`src/rtl/ctl_req_master.sv`:
```
// Initiator for the 134-bit two-word control-packet chain: serialises one read/write command,
// waits for the read response on the chain tail, and counts stray response packets.
module ctl_req_master #(
  parameter logic [7:0]  SRC_MID        = 8'd1,
  parameter int unsigned TIMEOUT_CYCLES = 1024,
  parameter int unsigned CNT_W          = 16
) (
  input  logic             clk,
  input  logic             rst_n,
  input  logic             cmd_valid,
  output logic             cmd_ready,
  input  logic             cmd_op,
  input  logic [7:0]       cmd_dst_mid,
  input  logic [31:0]      cmd_addr,
  input  logic [31:0]      cmd_wdata,
  output logic             rsp_valid,
  output logic             rsp_err,
  output logic [31:0]      rsp_rdata,
  output logic             busy,
  output logic [133:0]     cout_data,
  output logic             cout_data_wr,
  input  logic             cin_ready,
  input  logic [133:0]     rin_data,
  input  logic             rin_data_wr,
  output logic [CNT_W-1:0] drop_cnt
);

  localparam int unsigned TimerW = (TIMEOUT_CYCLES > 1) ? $clog2(TIMEOUT_CYCLES) : 1;
  localparam logic [TimerW-1:0] TimerLast = TimerW'(TIMEOUT_CYCLES - 1);

  typedef enum logic [2:0] {
    StIdle,
    StSend1,
    StSend2,
    StWaitResp,
    StDrain
  } state_e;

  state_e             state_q, state_d;
  logic               op_q, op_d;
  logic [7:0]         dst_q, dst_d;
  logic [31:0]        addr_q, addr_d;
  logic [31:0]        wdata_q, wdata_d;
  logic [TimerW-1:0]  timer_q, timer_d;
  logic [133:0]       cout_data_q, cout_data_d;
  logic               cout_wr_q, cout_wr_d;
  logic               rsp_valid_q, rsp_valid_d;
  logic               rsp_err_q, rsp_err_d;
  logic [31:0]        rsp_rdata_q, rsp_rdata_d;
  logic [CNT_W-1:0]   drop_q, drop_d;

  logic               rin_first;
  logic               rin_second;
  logic               rin_match;
  logic               match_taken;
  logic [133:0]       req_word1;

  assign rin_first  = rin_data_wr && (rin_data[133:132] == 2'b01);
  assign rin_second = rin_data_wr && (rin_data[133:132] == 2'b10);
  assign rin_match  = rin_first && (rin_data[127:124] == 4'b1011) &&
                      (rin_data[103:96] == SRC_MID) && (rin_data[95:64] == addr_q);

  // Opcode nibble is {1'b0, 3'b010} for writes and {1'b0, 3'b001} for reads.
  assign req_word1 = {2'b01, 4'h0, 1'b0, (op_q ? 3'b010 : 3'b001), 12'h0, SRC_MID, dst_q,
                      addr_q, 32'h0, (op_q ? wdata_q : 32'h0)};

  always_comb begin
    state_d     = state_q;
    op_d        = op_q;
    dst_d       = dst_q;
    addr_d      = addr_q;
    wdata_d     = wdata_q;
    timer_d     = timer_q;
    cout_data_d = cout_data_q;
    cout_wr_d   = 1'b0;
    rsp_valid_d = 1'b0;
    rsp_err_d   = 1'b0;
    rsp_rdata_d = rsp_rdata_q;
    match_taken = 1'b0;

    unique case (state_q)
      StIdle: begin
        if (cmd_valid) begin
          op_d    = cmd_op;
          dst_d   = cmd_dst_mid;
          addr_d  = cmd_addr;
          wdata_d = cmd_wdata;
          state_d = StSend1;
        end
      end
      StSend1: begin
        if (cin_ready) begin
          cout_data_d = req_word1;
          cout_wr_d   = 1'b1;
          state_d     = StSend2;
        end
      end
      StSend2: begin
        // cin_ready guaranteed room for both words, so word 2 never stalls.
        cout_data_d = {2'b10, 132'h0};
        cout_wr_d   = 1'b1;
        if (op_q) begin
          rsp_valid_d = 1'b1;
          rsp_rdata_d = 32'h0;
          state_d     = StIdle;
        end else begin
          timer_d = '0;
          state_d = StWaitResp;
        end
      end
      StWaitResp: begin
        timer_d = timer_q + 1'b1;
        if (rin_match) begin
          match_taken = 1'b1;
          rsp_valid_d = 1'b1;
          rsp_rdata_d = rin_data[31:0];
          state_d     = StDrain;
        end else if (timer_q == TimerLast) begin
          rsp_valid_d = 1'b1;
          rsp_err_d   = 1'b1;
          rsp_rdata_d = 32'hFFFF_FFFF;
          state_d     = StIdle;
        end
      end
      StDrain: begin
        if (rin_second) begin
          state_d = StIdle;
        end
      end
      default: begin
        state_d = StIdle;
      end
    endcase
  end

  // Every first word not consumed as our response is a drop, whatever the state.
  always_comb begin
    drop_d = drop_q;
    if (rin_first && !match_taken && (drop_q != {CNT_W{1'b1}})) begin
      drop_d = drop_q + 1'b1;
    end
  end

  always_ff @(posedge clk or negedge rst_n) begin
    if (!rst_n) begin
      state_q     <= StIdle;
      op_q        <= 1'b0;
      dst_q       <= '0;
      addr_q      <= '0;
      wdata_q     <= '0;
      timer_q     <= '0;
      cout_data_q <= '0;
      cout_wr_q   <= 1'b0;
      rsp_valid_q <= 1'b0;
      rsp_err_q   <= 1'b0;
      rsp_rdata_q <= '0;
      drop_q      <= '0;
    end else begin
      state_q     <= state_d;
      op_q        <= op_d;
      dst_q       <= dst_d;
      addr_q      <= addr_d;
      wdata_q     <= wdata_d;
      timer_q     <= timer_d;
      cout_data_q <= cout_data_d;
      cout_wr_q   <= cout_wr_d;
      rsp_valid_q <= rsp_valid_d;
      rsp_err_q   <= rsp_err_d;
      rsp_rdata_q <= rsp_rdata_d;
      drop_q      <= drop_d;
    end
  end

  assign cmd_ready    = (state_q == StIdle);
  assign busy         = (state_q != StIdle);
  assign cout_data    = cout_data_q;
  assign cout_data_wr = cout_wr_q;
  assign rsp_valid    = rsp_valid_q;
  assign rsp_err      = rsp_err_q;
  assign rsp_rdata    = rsp_rdata_q;
  assign drop_cnt     = drop_q;

endmodule

```
`config.mk`:
```
export PLATFORM = sky130hd
export DESIGN_NAME = ctl_req_master
export DESIGN_NICKNAME = d
export VERILOG_FILES = /design/src/rtl/ctl_req_master.sv
export SDC_FILE = /design/constraint.sdc
export NUM_CORES = 1
export LEC_CHECK = 0
export CAP_MARGIN = 40
export CORE_MARGIN = 4
export CORE_UTILIZATION = 43
export CTS_CLUSTER_DIAMETER = 40
export DETAILED_ROUTE_END_ITERATION = 16
export MAX_ROUTING_LAYER = met4
export PLACE_DENSITY = 0.86
export SLEW_MARGIN = 10
export SYNTH_ARGS = -nofsm -noshare
export SYNTH_HDL_FRONTEND = slang
export SYNTH_SLANG_ARGS = --single-unit
```
`constraint.sdc`:
```
create_clock -name clk -period 2.4 [get_ports clk]
set_input_delay 0.24 -clock clk [delete_from_list [all_inputs] [get_ports clk]]
set_output_delay 0.24 -clock clk [all_outputs]
set_load 0.1 [all_outputs]
```
==> results of run 1 <==
## state kept, by name, summed over array words and instances (netlist names), 3 cells and up
name and count:
cout_data 76, addr_q 32, rsp_rdata 32, wdata_q 32, drop_cnt 16, timer_q 10, dst_q 8, state_q 3
## stage by stage
stage	hold WS [ns]	total power (µW)	util, %	setup slack (ns)	cell area, µm²
after detailed placement	0.1625	14670	57.72	-0.4434	12210
after CTS	0.2375	20080	64.49	-0.06724	13640
after floorplan	-0.05559	12200	-	-0.02092	9538
after global routing	0.2686	20820	65.62	-0.07237	13880
after global placement	0.1600	14490	57.72	-0.3992	12210
final	0.2420	20020	65.62	-0.006364	13880
## final cells by class
class / instances / share of cell area [%]
multi-input combinational: 488 / 27.46
tap: 275 / 2.479
timing repair buffer: 340 / 22.48
clock inverter: 19 / 1.839
clock buffer: 42 / 7.093
sequential: 213 / 38.54
inverter: 3 / 0.1082
## cell usage in the layout (no fill, tap or decap), drive strengths merged, types with 4 or more instances in the layout
cell type | netlist | layout
a22o | 72 | 72
a31oi | 4 | 4
and2 | 4 | 4
and3 | 6 | 6
buf | 72 | 183
bufinv | 0 | 5
clkbuf | 25 | 44
clkdlybuf4s50 | 0 | 154
clkinv | 0 | 8
clkinvlp | 0 | 5
conb | 1 | 57
dfrtp | 213 | 213
inv | 3 | 4
mux2 | 107 | 107
nand2 | 85 | 85
nand3 | 14 | 14
nand4 | 14 | 14
nor2 | 14 | 14
nor3 | 8 | 8
nor4 | 12 | 12
nor4b | 6 | 6
o21ai | 18 | 18
xnor2 | 13 | 13
xor2 | 33 | 33
## power groups by stage
stage	clock network [µW]	logic (µW)	registers (µW)
floorplan	0	2980	9220
global placement	0	8800	5690
detailed placement	0	8930	5740
CTS	5290	9040	5740
global route	5470	9440	5920
finish	5200	9050	5760
## metal layers
layer  vias to the layer above  track usage (%)
met5                         -                -
met4                         0            7.275
met3                        53            6.231
met2                       344            37.65
met1                      3615            27.35
li1                       3199                -
## how the worst min path moves through the flow
stage / cells after the start / from / slack, ns / to
final: 2 / rst_n / 0.24 / wdata_q[28]$_DFFE_PN0P_
after floorplan: 0 / rst_n / -0.06 / addr_q[0]$_DFFE_PN0P_
after global placement: 1 / rst_n / 0.16 / wdata_q[23]$_DFFE_PN0P_
after CTS: 2 / rst_n / 0.24 / wdata_q[17]$_DFFE_PN0P_
after detailed placement: 1 / rst_n / 0.16 / wdata_q[28]$_DFFE_PN0P_
after global routing: 2 / rst_n / 0.27 / wdata_q[28]$_DFFE_PN0P_
## critical path: stages, from the launching register on
cell     delay [ns]
dfrtp_1        0.42
xnor2_2        0.16
buf_4          0.16
nand4_1        0.13
or4_4          0.53
nor4_4         0.16
buf_6          0.22
buf_8          0.15
nor3_1         0.07
mux2_4         0.29
## what timing repair did
item,in CTS,in global routing
hold endpoints to repair,43,0
hold buffers,1,0
pin swaps,8,6
buffers inserted,4,2
resized for setup,26,39
endpoints found under the setup margin,47,48
gates cloned,2,2
## logic make-up after synthesis
group                      synth area share, %
AOI/OAI and AO/OA                        8.294
xor gates and xnor gates                 4.336
adders and majority gates               0.2692
buffers and inverters                    6.786
DFF                                      57.36
muxes                                    13.05
other                                  0.04035
and+or+nand+nor                          9.869
==> results.sh, run 1 <==
export IMPL_arrival_ns=2.77
export IMPL_cp_end_kind="register"
export IMPL_setup_ws_ns=-0.006364
export IMPL_drc=0
export IMPL_hp_class="in -> async"
export IMPL_cts_tree="done"
export IMPL_synth_seq_cells=213
export IMPL_cp_startpoint="addr_q[26]$_DFFE_PN0P_"
export IMPL_seq_area_frac_synth_pct=57.36
export IMPL_synth_edf_count=0
export IMPL_synth_most_common_cell="dfrtp_1"
export IMPL_drt_iter0_drc=373
export IMPL_period_needed_ns=2.406
export IMPL_cap_violations=0
export IMPL_nets=1294
export IMPL_endpoint="drop_cnt[15]$_DFFE_PN0P_"
export IMPL_top_layer="met4"
export IMPL_power_frac_seq_pct=28.8
export IMPL_grt_pass1_wl_um=42410
export IMPL_multi_input_area_mm2=0.003812
export IMPL_die_x_um=155.0
export IMPL_synthTopCellsByArea="dfrtp_1 (57%), mux2_2 (12%), a22o_1 (6.8%)"
export IMPL_reg2reg_from="addr_q[26]$_DFFE_PN0P_"
export IMPL_power_frac_comb_pct=45.2
export IMPL_clock_path_buffers=3
export IMPL_fin_setup_tns_ns=-0.02279
export IMPL_die_h_um=155.0
export IMPL_dp_cells=1308
export IMPL_p_int_uw=11000
export IMPL_htree_num_levels=2
export IMPL_synthFlopType="dfrtp_1"
export IMPL_antenna_left=0
export IMPL_synth_distinct_cells=40
export IMPL_gp_congestion=0.8693
export IMPL_rows=53
export IMPL_grt_overflow_total=0
export IMPL_instances_no_fill=1380
export IMPL_syn_to_final_growth_pct=49.39
export IMPL_worstRegToRegCells=9
export IMPL_regArea_mm2=0.005350
export IMPL_io_pins=399
export IMPL_cts_buffers=34
export IMPL_dp_hpwl_um=19350
export IMPL_diodes=0
export IMPL_synth_async_sr_flop_share_pct=100.0
export IMPL_fmax_mhz=415.6
export IMPL_grt_max_degree=83
export IMPL_vias_per_cell=5.225
export IMPL_vias=7211
export IMPL_synthCells=745
export IMPL_critical_path_class="reg -> reg"
export IMPL_finalSetupViolations=4
export IMPL_fin_crit_sh_pct=100.3
export IMPL_cts_sinks=213
export IMPL_synth_top_area_share_pct=57.36
export IMPL_wl_per_cell_um=20.34
export IMPL_start_util_pct=43.93
export IMPL_clock_latency_ns=0.49
export IMPL_cts_root_buffer="clkbuf_16"
export IMPL_syn_area_mm2=0.009293
export IMPL_startpoint_type="register"
export IMPL_wl_met3_um=2424
export IMPL_worstPathMaxFanout=6
export IMPL_violations="negative setup slack"
export IMPL_r2r_slack_ns=-0.006
export IMPL_drive_gt1_share_pct=35.66
export IMPL_synthTopCellsByCount="dfrtp_1 (213), mux2_2 (97), nand2_1 (85)"
export IMPL_antenna_found_initial=0
export IMPL_core_mm2=0.02115
export IMPL_synth_top_area_cell="dfrtp_1"
export IMPL_met2WireLength_um=14100
export IMPL_yosysWarnings=0
export IMPL_die_area_mm2=0.02403
export IMPL_power_density_mw_per_mm2=1442
export IMPL_vdd_drop_max_mv=1.555
export IMPL_grt_pass1_vias=7708
export IMPL_drv_slew=0
export IMPL_skew_ns=0.01808
export IMPL_wl_um=28080
export IMPL_synth_avg_cell_area_um2=12.47
export IMPL_sw_frac_of_total_pct=45.07
export IMPL_io_buffers=285
export IMPL_rsz0062_at_grt="yes"
export IMPL_grt_total_usage_pct=22.81
export IMPL_p_leak_uw=0.006717
export IMPL_power_share_clock_pct=26.0
export IMPL_power_switching_uw=9022
export IMPL_critical_path_required_ns=2.76
export IMPL_wl_met1_um=10820
export IMPL_clk_pin_slew_ns=0.06
export IMPL_status="complete, but fails checks"
export IMPL_r2r_end="drop_cnt[15]$_DFFE_PN0P_"
export IMPL_num_fill_cells=1496
export IMPL_dr_pass1_iters=5
export IMPL_finalHoldViolCount=0
No activity file was read; power rests on OpenSTA's default activity.
==> run 2: changes to the inputs <==
--- a/config.mk
+++ b/config.mk
@@ -6,6 +6,7 @@
 export NUM_CORES = 1
 export LEC_CHECK = 0
 export CAP_MARGIN = 40
+export CORE_ASPECT_RATIO = 0.7
 export CORE_MARGIN = 4
 export CORE_UTILIZATION = 43
 export CTS_CLUSTER_DIAMETER = 40
==> run 2 against run 1 <==
Compared with the run above:
- the run still ends with negative setup slack left
- combinational power fell by 1%
- flip-flop and latch count did not move
- setup slack got worse by 0.0066 ns
- power fell by 7.7%
- die area rose by 0.16%
- sequential share of layout area rose by 1.3 points
- worst hold slack improved by 0.054 ns
- first-iteration DRC count rose by 1.9%
- final cell count fell by 1.6%
- via count fell by 2.0%
- largest cell class unchanged
==> results.sh, run 2 (same netlist as run 1, synthesis figures left out) <==
export IMPL_status="complete, but fails checks"
export IMPL_violations="negative setup slack"
export IMPL_antenna_left=0
export IMPL_rsz0062_at_grt="yes"
export IMPL_layout_commonest_cell="dfrtp_1"
export IMPL_vdd_drop_max_mv=1.054
export IMPL_gp_congestion=0.8188
export IMPL_io_buffers=285
export IMPL_finalHoldViolCount=0
export IMPL_setup_ws_ns=-0.01298
export IMPL_drt_iter0_drc=380
export IMPL_power_density_mw_per_mm2=1374
export IMPL_clk_pin_slew_ns=0.06
export IMPL_grt_pass1_wl_um=39520
export IMPL_skew_ns=0.01455
export IMPL_io_pins=399
export IMPL_drv_slew=0
export IMPL_wl_um=26810
export IMPL_critical_path_required_ns=2.80
export IMPL_clock_path_buffers=3
export IMPL_fmax_mhz=414.4
export IMPL_multi_input_area_mm2=0.003826
export IMPL_grt_overflow_total=0
export IMPL_fin_area_mm2=0.01344
export IMPL_period_needed_ns=2.413
export IMPL_fin_util_pct=64.09
export IMPL_hp_class="in -> async"
export IMPL_startpoint_type="register"
export IMPL_finalSetupViolations=7
export IMPL_antenna_found_initial=1
export IMPL_whs_ns=0.2958
export IMPL_num_fill_cells=1556
export IMPL_core_mm2=0.02098
export IMPL_cts_sinks=213
export IMPL_maxSlewHeadroom_pct=60.15
export IMPL_cts_tree="done"
export IMPL_cts_buffers=25
export IMPL_clock_latency_ns=0.52
export IMPL_nets=1278
export IMPL_final_cell_mix="dfrtp_1 (201), buf_4 (161), clkdlybuf4s50_1 (154), nand2_1 (85), mux2_2 (78)"
export IMPL_fin_crit_sh_pct=100.5
export IMPL_rows=44
export IMPL_grt_pass1_vias=7157
export IMPL_grt_total_usage_pct=21.30
export IMPL_critical_path_class="reg -> reg"
export IMPL_instances_no_fill=1358
export IMPL_start_util_pct=44.30
export IMPL_drc=0
export IMPL_arrival_ns=2.81
export IMPL_dp_hpwl_um=18050
export IMPL_dp_cells=1300
export IMPL_cts_root_buffer="clkbuf_16"
export IMPL_die_area_mm2=0.02406
export IMPL_cp_end_kind="register"
export IMPL_htree_num_levels=1
export IMPL_die_h_um=131.0
export IMPL_drive_gt1_share_pct=34.32
export IMPL_cap_violations=0
export IMPL_p_leak_uw=0.006493
export IMPL_vias_per_cell=5.206
export IMPL_dr_pass1_iters=5
export IMPL_syn_to_final_growth_pct=44.66
export IMPL_vias=7070
export IMPL_regArea_mm2=0.005350
export IMPL_wl_per_cell_um=19.74
export IMPL_tightest_slew_ns=0.5977
export IMPL_largest_reg_flops=76
export IMPL_dpl_instance_area_mm2=0.01215
export IMPL_die_x_um=183.7
export IMPL_worstPathMaxFanout=9
export IMPL_grt_max_degree=74
run 2: cell types whose count changed in the layout (fill, tap and decap cells not counted), sizes merged:
| cell | change |
|---|---|
| clkbuf | -12 |
| buf | -8 |
| bufinv | -3 |
| clkinvlp | -3 |
| clkinv | +1 |
| diode | +1 |
| inv | +1 |
run 2: layout make-up:
| type | count | area share, % |
|---|---|---|
| Antenna cell | 1 | 0.01862 |
| Clock buffer | 29 | 4.989 |
| Clock inverter | 15 | 1.145 |
| Inverter | 3 | 0.1117 |
| Multi-Input combinational cell | 488 | 28.46 |
| Sequential cell | 213 | 39.80 |
| Tap cell | 276 | 2.569 |
| Timing Repair Buffer | 333 | 22.91 |
run 2: power by group:
| part | switching [µW] | internal [µW] |
|---|---|---|
| registers | 930 | 4820 |
| clock network | 1540 | 2230 |
| logic | 6290 | 2660 |
| total | 8760 | 9710 |
run 2: path summary, 6_finish.rpt:
path,startpoint,to,slack [ns],depth (start not counted)
worst max register to register,addr_q[28]$_DFFE_PN0P_,rsp_rdata[12]$_DFFE_PN0P_,-0.01,8
worst max-delay path,addr_q[28]$_DFFE_PN0P_,rsp_rdata[12]$_DFFE_PN0P_,-0.01,8
max in group asynchronous,rst_n,drop_cnt[5]$_DFFE_PN0P_,1.27,3
worst min-delay path,rst_n,wdata_q[18]$_DFFE_PN0P_,0.30,2
worst min register to register,wdata_q[27]$_DFFE_PN0P_,cout_data[27]$_DFFE_PN0P_,0.48,1
min in group clk,rin_data[28],rsp_rdata[28]$_DFFE_PN0P_,0.32,2
run 2: worst max-delay path, stage by stage (launching register included):
cell       delay (ns)
dfrtp_1          0.39
xnor2_1          0.18
buf_4            0.15
nand4_1          0.10
or4_4            0.57
nor4_4           0.15
buf_6            0.22
clkbuf_16        0.19
mux2_2           0.33
run 2: stage by stage:
stage / setup slack, ns / TNS [ns] / power (µW)
floorplan: -0.02092 / -1.046 / 12200
global placement: -0.3471 / -14.62 / 14310
detailed placement: -0.4007 / -17.65 / 14500
CTS: 0.009405 / 0 / 18490
global route: -0.06125 / -1.363 / 19250
finish: -0.01298 / -0.05189 / 18470
run 2: layer usage:
metal | up-vias | track usage [%] | wire [µm]
met4 | 0 | 4.998 | 639
met3 | 53 | 6.087 | 2286
met2 | 299 | 34.29 | 13020
met5 | - | - | 0
met1 | 3557 | 27.07 | 10860
li1 | 3161 | - | -
run 2: timing repair:
item,CTS,global route
pin swaps,10,7
resized for setup,13,47
endpoints found under the setup margin,47,48
buffers inserted,5,3
gates cloned,2,2
endpoints found under the hold margin,68,0
hold buffers,1,0
==> run 3: changes to the inputs <==
--- a/config.mk
+++ b/config.mk
@@ -5,7 +5,6 @@
 export SDC_FILE = /design/constraint.sdc
 export NUM_CORES = 1
 export LEC_CHECK = 0
-export CAP_MARGIN = 40
 export CORE_ASPECT_RATIO = 0.7
 export CORE_MARGIN = 4
 export CORE_UTILIZATION = 43
==> results of run 3 <==
The final DEF is identical to that of run 2; final timing and power are the same.
==> variant 1: new RTL, flow settings as in run 1 <==
The output `rsp_err` loses its register stage (`rsp_err_q` becomes a continuous assignment).
--- a/src/rtl/ctl_req_master.sv
+++ b/src/rtl/ctl_req_master.sv
@@ -152,7 +152,6 @@
       cout_data_q <= '0;
       cout_wr_q   <= 1'b0;
       rsp_valid_q <= 1'b0;
-      rsp_err_q   <= 1'b0;
       rsp_rdata_q <= '0;
       drop_q      <= '0;
     end else begin
@@ -165,11 +164,12 @@
       cout_data_q <= cout_data_d;
       cout_wr_q   <= cout_wr_d;
       rsp_valid_q <= rsp_valid_d;
-      rsp_err_q   <= rsp_err_d;
       rsp_rdata_q <= rsp_rdata_d;
       drop_q      <= drop_d;
     end
   end
+
+  assign rsp_err_q = rsp_err_d;
 
   assign cmd_ready    = (state_q == StIdle);
   assign busy         = (state_q != StIdle);
Check against the original RTL: same outputs for any inputs over 4 cycles, from zero or initial values and one cycle with rst_n low; that may be too few to reach the edited logic, so the function may still have changed.
==> variant 1 against run 1 <==
  * The flow still finishes with violations (negative setup slack)
  * Synthesized area shrank 0.27%
  * Total power down 0.82%
  * Setup slack worse by 310 ps
  * Largest power group unchanged
  * Wire length up 1.6%
  * Cell area grew 0.81%
  * Final cell count up 0.29%
  * Global-route usage up 0.18 points
  * Critical endpoint is now rsp_err
  * Sequential cell count is 1 lower
==> variant 1: results (changes against run 1) <==
clkbuf count=43 (+2.4%); Syn Inst Count=744 (-0.13%); worst vdd ir=1.18 mV (-24%); first-pass GRT wire length=41700 um (-1.7%); drt total wl=28500 um (+1.6%); Setup crit end=rsp_err; number of global-route vias before repair=7460 (-3.2%); adder-cell area share of the yosys netlist=0.270% (+0.00073 points); DIE AREA=0.0240 mm^2 (-0.25%); multi-input combinational cell area=0.00390 mm^2 (+2.3%); global-route met3 utilization=7.13% (+0.90 points); sequential cells=212 (-0.47%); Slew Limit Headroom=between 50% and 60%; top post-synthesis cells by count=dfrtp_1 (212), mux2_2 (97), nand2_1 (85); Diodes inserted=1 (+1); layout cells sized above 1=37.0% (+1.3 points); 1st-iter DRT viols=325 (-13%); ys async rst share=100% (unchanged); outcome=finished with violations; fin worst setup slack=-314 ps (-307 ps); Hold Slack=317 ps (+75.3 ps); post-synthesis mux area share=13.1% (+0.035 points); routability cong.=0.788 (-9.3%); DP Area=0.0122 mm^2 (-0.39%); pin count of the biggest net entering global routing=78 (-6.0%); Setup violations, final=4 (unchanged); GRT Util Overall=23.0% (+0.18 points); non-clock buffer count=343 (+0.88%); Detail Route met3 WL=2630 um (+8.7%); metal2 WL=14300 um (+1.4%); top post-synthesis cells by area=dfrtp_1 (57%), mux2_2 (12%), a22o_1 (6.8%); clk_skew=13.1 ps (-4.94 ps); M2 GR Usage=37.9% (+0.29 points); drt wl/cell=20.6 um (+1.3%); Seq. cell area=0.00533 mm^2 (-0.44%); Final Cell Area=0.0140 mm^2 (+0.81%); R2R Path End=drop_cnt[13]; post-place setup slack=-400 ps (+43.8 ps); Pre-antenna DRT Iters=4 (-1); R2R cell count=10 (+1); H-tree levels=2 (unchanged); Compound-Gate Fraction of Synth Area=8.32% (+0.022 points); Setup TNS=-324 ps (-301 ps); Post-DP HPWL=19600 um (+1.2%); Fillers=1536 (+2.7%); Layout clock area frac=8.74% (-0.19 points); Post-Route M1 WL=11000 um (+1.3%); crit-path max FO=2 (-4); nets=1296 (+0.15%); initial antenna violation count=1 (+1); buffer share of cell area=22.7% (+0.26 points); worst path arrival time=2470 ps (-300 ps); failing checks=negative setup slack; leak pwr=6.73 nW (+0.16%); Global Route met1 Usage=27.4% (+0.062 points); XOR/XNOR share of the synthesized area=4.35% (+0.012 points); Setup crit start=addr_q[5]; Seq/Total Area, Yosys=57.2% (-0.12 points)
variant 1: cell count changes in the layout (fill, tap and decap cells not counted), moves of 3 or more:
cell | run 1 | this run
nor3_1 | 3 | 0
xor2_2 | 0 | 4
mux2_2 | 76 | 73
mux2_4 | 30 | 34
xor2_1 | 33 | 29
variant 1: worst max-delay path, stage by stage (launching register included):
cell	delay, ps
dfrtp_1	400
xor2_2	170
or4_4	540
nor4_2	230
nor4b_2	250
buf_4	180
nor2_4	40
buf_12	160
variant 1: power breakdown:
group	internal, mW	switching, mW	leakage, nW
Clock	3.38	1.76	0.595
Combinational	2.67	6.32	3.42
Sequential	4.81	0.922	2.71
Total	10.9	9.00	6.73
variant 1: repair_timing:
action	in CTS	in global routing
cloned	2	5
endpoints found under the hold margin	71	0
gates resized for setup	16	61
endpoints found under the setup margin	43	46
hold buffers	1	0
pin swaps	9	14
setup buffers	6	4
==> variant 2: new RTL, settings of run 1 <==
Made on the original files. Change the parameter `TIMEOUT_CYCLES` from 1024 to 512.
--- a/src/rtl/ctl_req_master.sv
+++ b/src/rtl/ctl_req_master.sv
@@ -2,7 +2,7 @@
 // waits for the read response on the chain tail, and counts stray response packets.
 module ctl_req_master #(
   parameter logic [7:0]  SRC_MID        = 8'd1,
-  parameter int unsigned TIMEOUT_CYCLES = 1024,
+  parameter int unsigned TIMEOUT_CYCLES = 512,
   parameter int unsigned CNT_W          = 16
 ) (
   input  logic             clk,
Behaviour: same outputs for any inputs over 4 cycles, from zero or initial values and one cycle with rst_n low; that may be too few to reach the edited logic, so the function may still have changed.
==> variant 2 against run 1 <==
  * Setup slack improved by 61 ps
  * Total power increased by 13%
  * Cell area fell by 2.6%
  * Hold slack improved by 65 ps
  * Sequential cell count decreased by 1
  * Largest power group unchanged
  * Wire length decreased by 2.7%
  * Synthesized area increased by 2.8%
  * Die area is 2.7% higher
  * Maximum frequency up 2.6%
  * Clock power decreased by 4%
==> variant 2: results (changes against run 1) <==
Diodes inserted=0 (unchanged); 1st-iter DRT viols=369 (-1.1%); nets=1351 (+4.4%); worst vdd ir=1.17 mV (-25%); XOR/XNOR share of the synthesized area=4.19% (-0.15 points); top post-synthesis cells by count=dfrtp_1 (212), nand2_1 (99), mux2_2 (75); total of warnings raised by yosys=0 (unchanged); Reg clk slew, reported paths=approximately 50 ps; pin count of the biggest net entering global routing=69 (-17%); DP Area=0.0123 mm^2 (+0.64%); R2R cell count=8 (-1); routability cong.=0.879 (+1.1%); outcome=finished clean; initial antenna violation count=0 (unchanged); post-synthesis mux area share=12.4% (-0.62 points); R2R Path End=drop_cnt[14]; Reg2Reg Setup Slack=50 ps (+60 ps); ys async rst share=100% (unchanged); number of global-route vias before repair=7914 (+2.7%); first-pass GRT wire length=41900 um (-1.1%); Hold Slack=307 ps (+64.7 ps); GRT Util Overall=22.2% (-0.64 points); number of flip-flops under the largest register name=76 (unchanged); H-tree levels=2 (unchanged); postcts setup bufs=0 (-4); Hold Path Class=in -> async; Fillers=1697 (+13%); synth-to-layout area growth=41.5%; Pre-antenna DRT Iters=6 (+1); crit-path max FO=5 (-1); Crit Path Class=reg -> reg; leak pwr=6.28 nW (-6.5%); adder-cell area share of the yosys netlist=0.393% (+0.12 points); Net Sw Frac=49.8% (+4.7 points); Compound-Gate Fraction of Synth Area=6.18% (-2.1 points); drt wl/cell=19.0 um (-6.8%); Seq/Total Area, Yosys=55.5% (-1.8 points); Post-DP HPWL=19400 um (about the same); top post-synthesis cells by area=dfrtp_1 (56%), mux2_2 (8.8%), buf_4 (5.2%); clk_skew=19.6 ps (+1.52 ps); layout cells sized above 1=27.5% (-8.2 points); Via Count=7373 (+2.2%); worst r2r src=addr_q[0]; Tightest Pin Transition=553 ps; Yosys cell types=50 (+25%); number of synthesized flops with an enable pin=0 (unchanged); IO Port Bufs=285 (unchanged)
[variant 2: cell types whose count changed in the layout (fill, tap and decap cells not counted), sizes merged, moves of 8 or more]
cell,delta
a22o,-40
xor2,-31
nand3,+45
mux2,-30
xnor2,+29
buf,-21
nand4,+8
nand2,+14
o21ai,+25
inv,+31
mux2i,+32
[variant 2: cell families after synthesis]
kind of cell / after synthesis
compound gates: 88
xor+xnor: 44
fa+ha+maj: 3
buf+inv: 139
flops: 212
mux: 109
other cells: 1
simple gates: 236
[variant 2: power by group through the flow]
stage | clock network (mW) | logic [mW] | registers [mW]
3_3_place_gp | 0 | 11.2 | 6.03
5_1_grt | 5.27 | 12.0 | 6.27
6_report | 5.00 | 11.4 | 6.10
4_1_cts | 5.11 | 11.5 | 6.08
3_5_place_dp | 0 | 11.4 | 6.09
2_1_floorplan | 0 | 3.64 | 11.2
[variant 2: per-stage QoR]
step	worst slack [ps]	instances
after CTS	18.6	1440
after detailed placement	-312	1379
after global routing	-15.6	1440
after floorplan	-18.2	888
final	54.4	1440
after global placement	-250	1379
[variant 2: per-layer routing]
metal	part of all wire [%]	GRT usage [%]	routed length (um)	vias to the layer above
met4	2.7	7.13	729	0
met2	49	37.1	13400	324
met3	8.9	6.68	2440	53
met5	0	-	0	-
met1	39	25.8	10700	3631
li1	-	-	-	3365
[variant 2: area by class of cell]
class / count / share of cell area [%]
Multi-Input combinational cell: 537 / 27.3
Inverter: 34 / 0.971
Clock inverter: 14 / 1.22
Clock buffer: 46 / 7.54
Timing Repair Buffer: 317 / 21.2
Sequential cell: 212 / 39.3
Tap cell: 280 / 2.59
[variant 2: critical path, stage by stage (launching register included)]
cell	delay (ps)
dfrtp_1	460
xnor2_2	250
nand4_1	140
nor4_2	330
buf_4	160
nand3_1	130
buf_4	200
o2111ai_1	190
mux2_1	350
[variant 2: worst max path at each step]
stage                      start      endpoint  slack [ps]
global placement    rin_data[99]  drop_cnt[14]        -250
global route           addr_q[0]  drop_cnt[14]         -20
CTS                    addr_q[0]  drop_cnt[14]          20
finish                 addr_q[0]  drop_cnt[14]          50
detailed placement  rin_data[97]  drop_cnt[14]        -310
floorplan             state_q[0]    addr_q[15]         -20
[variant 2: repair_timing]
item,in CTS,in global routing
setup endpoints to repair,0,12
gates resized for setup,0,6
hold buffers,1,0
hold endpoints to repair,62,0
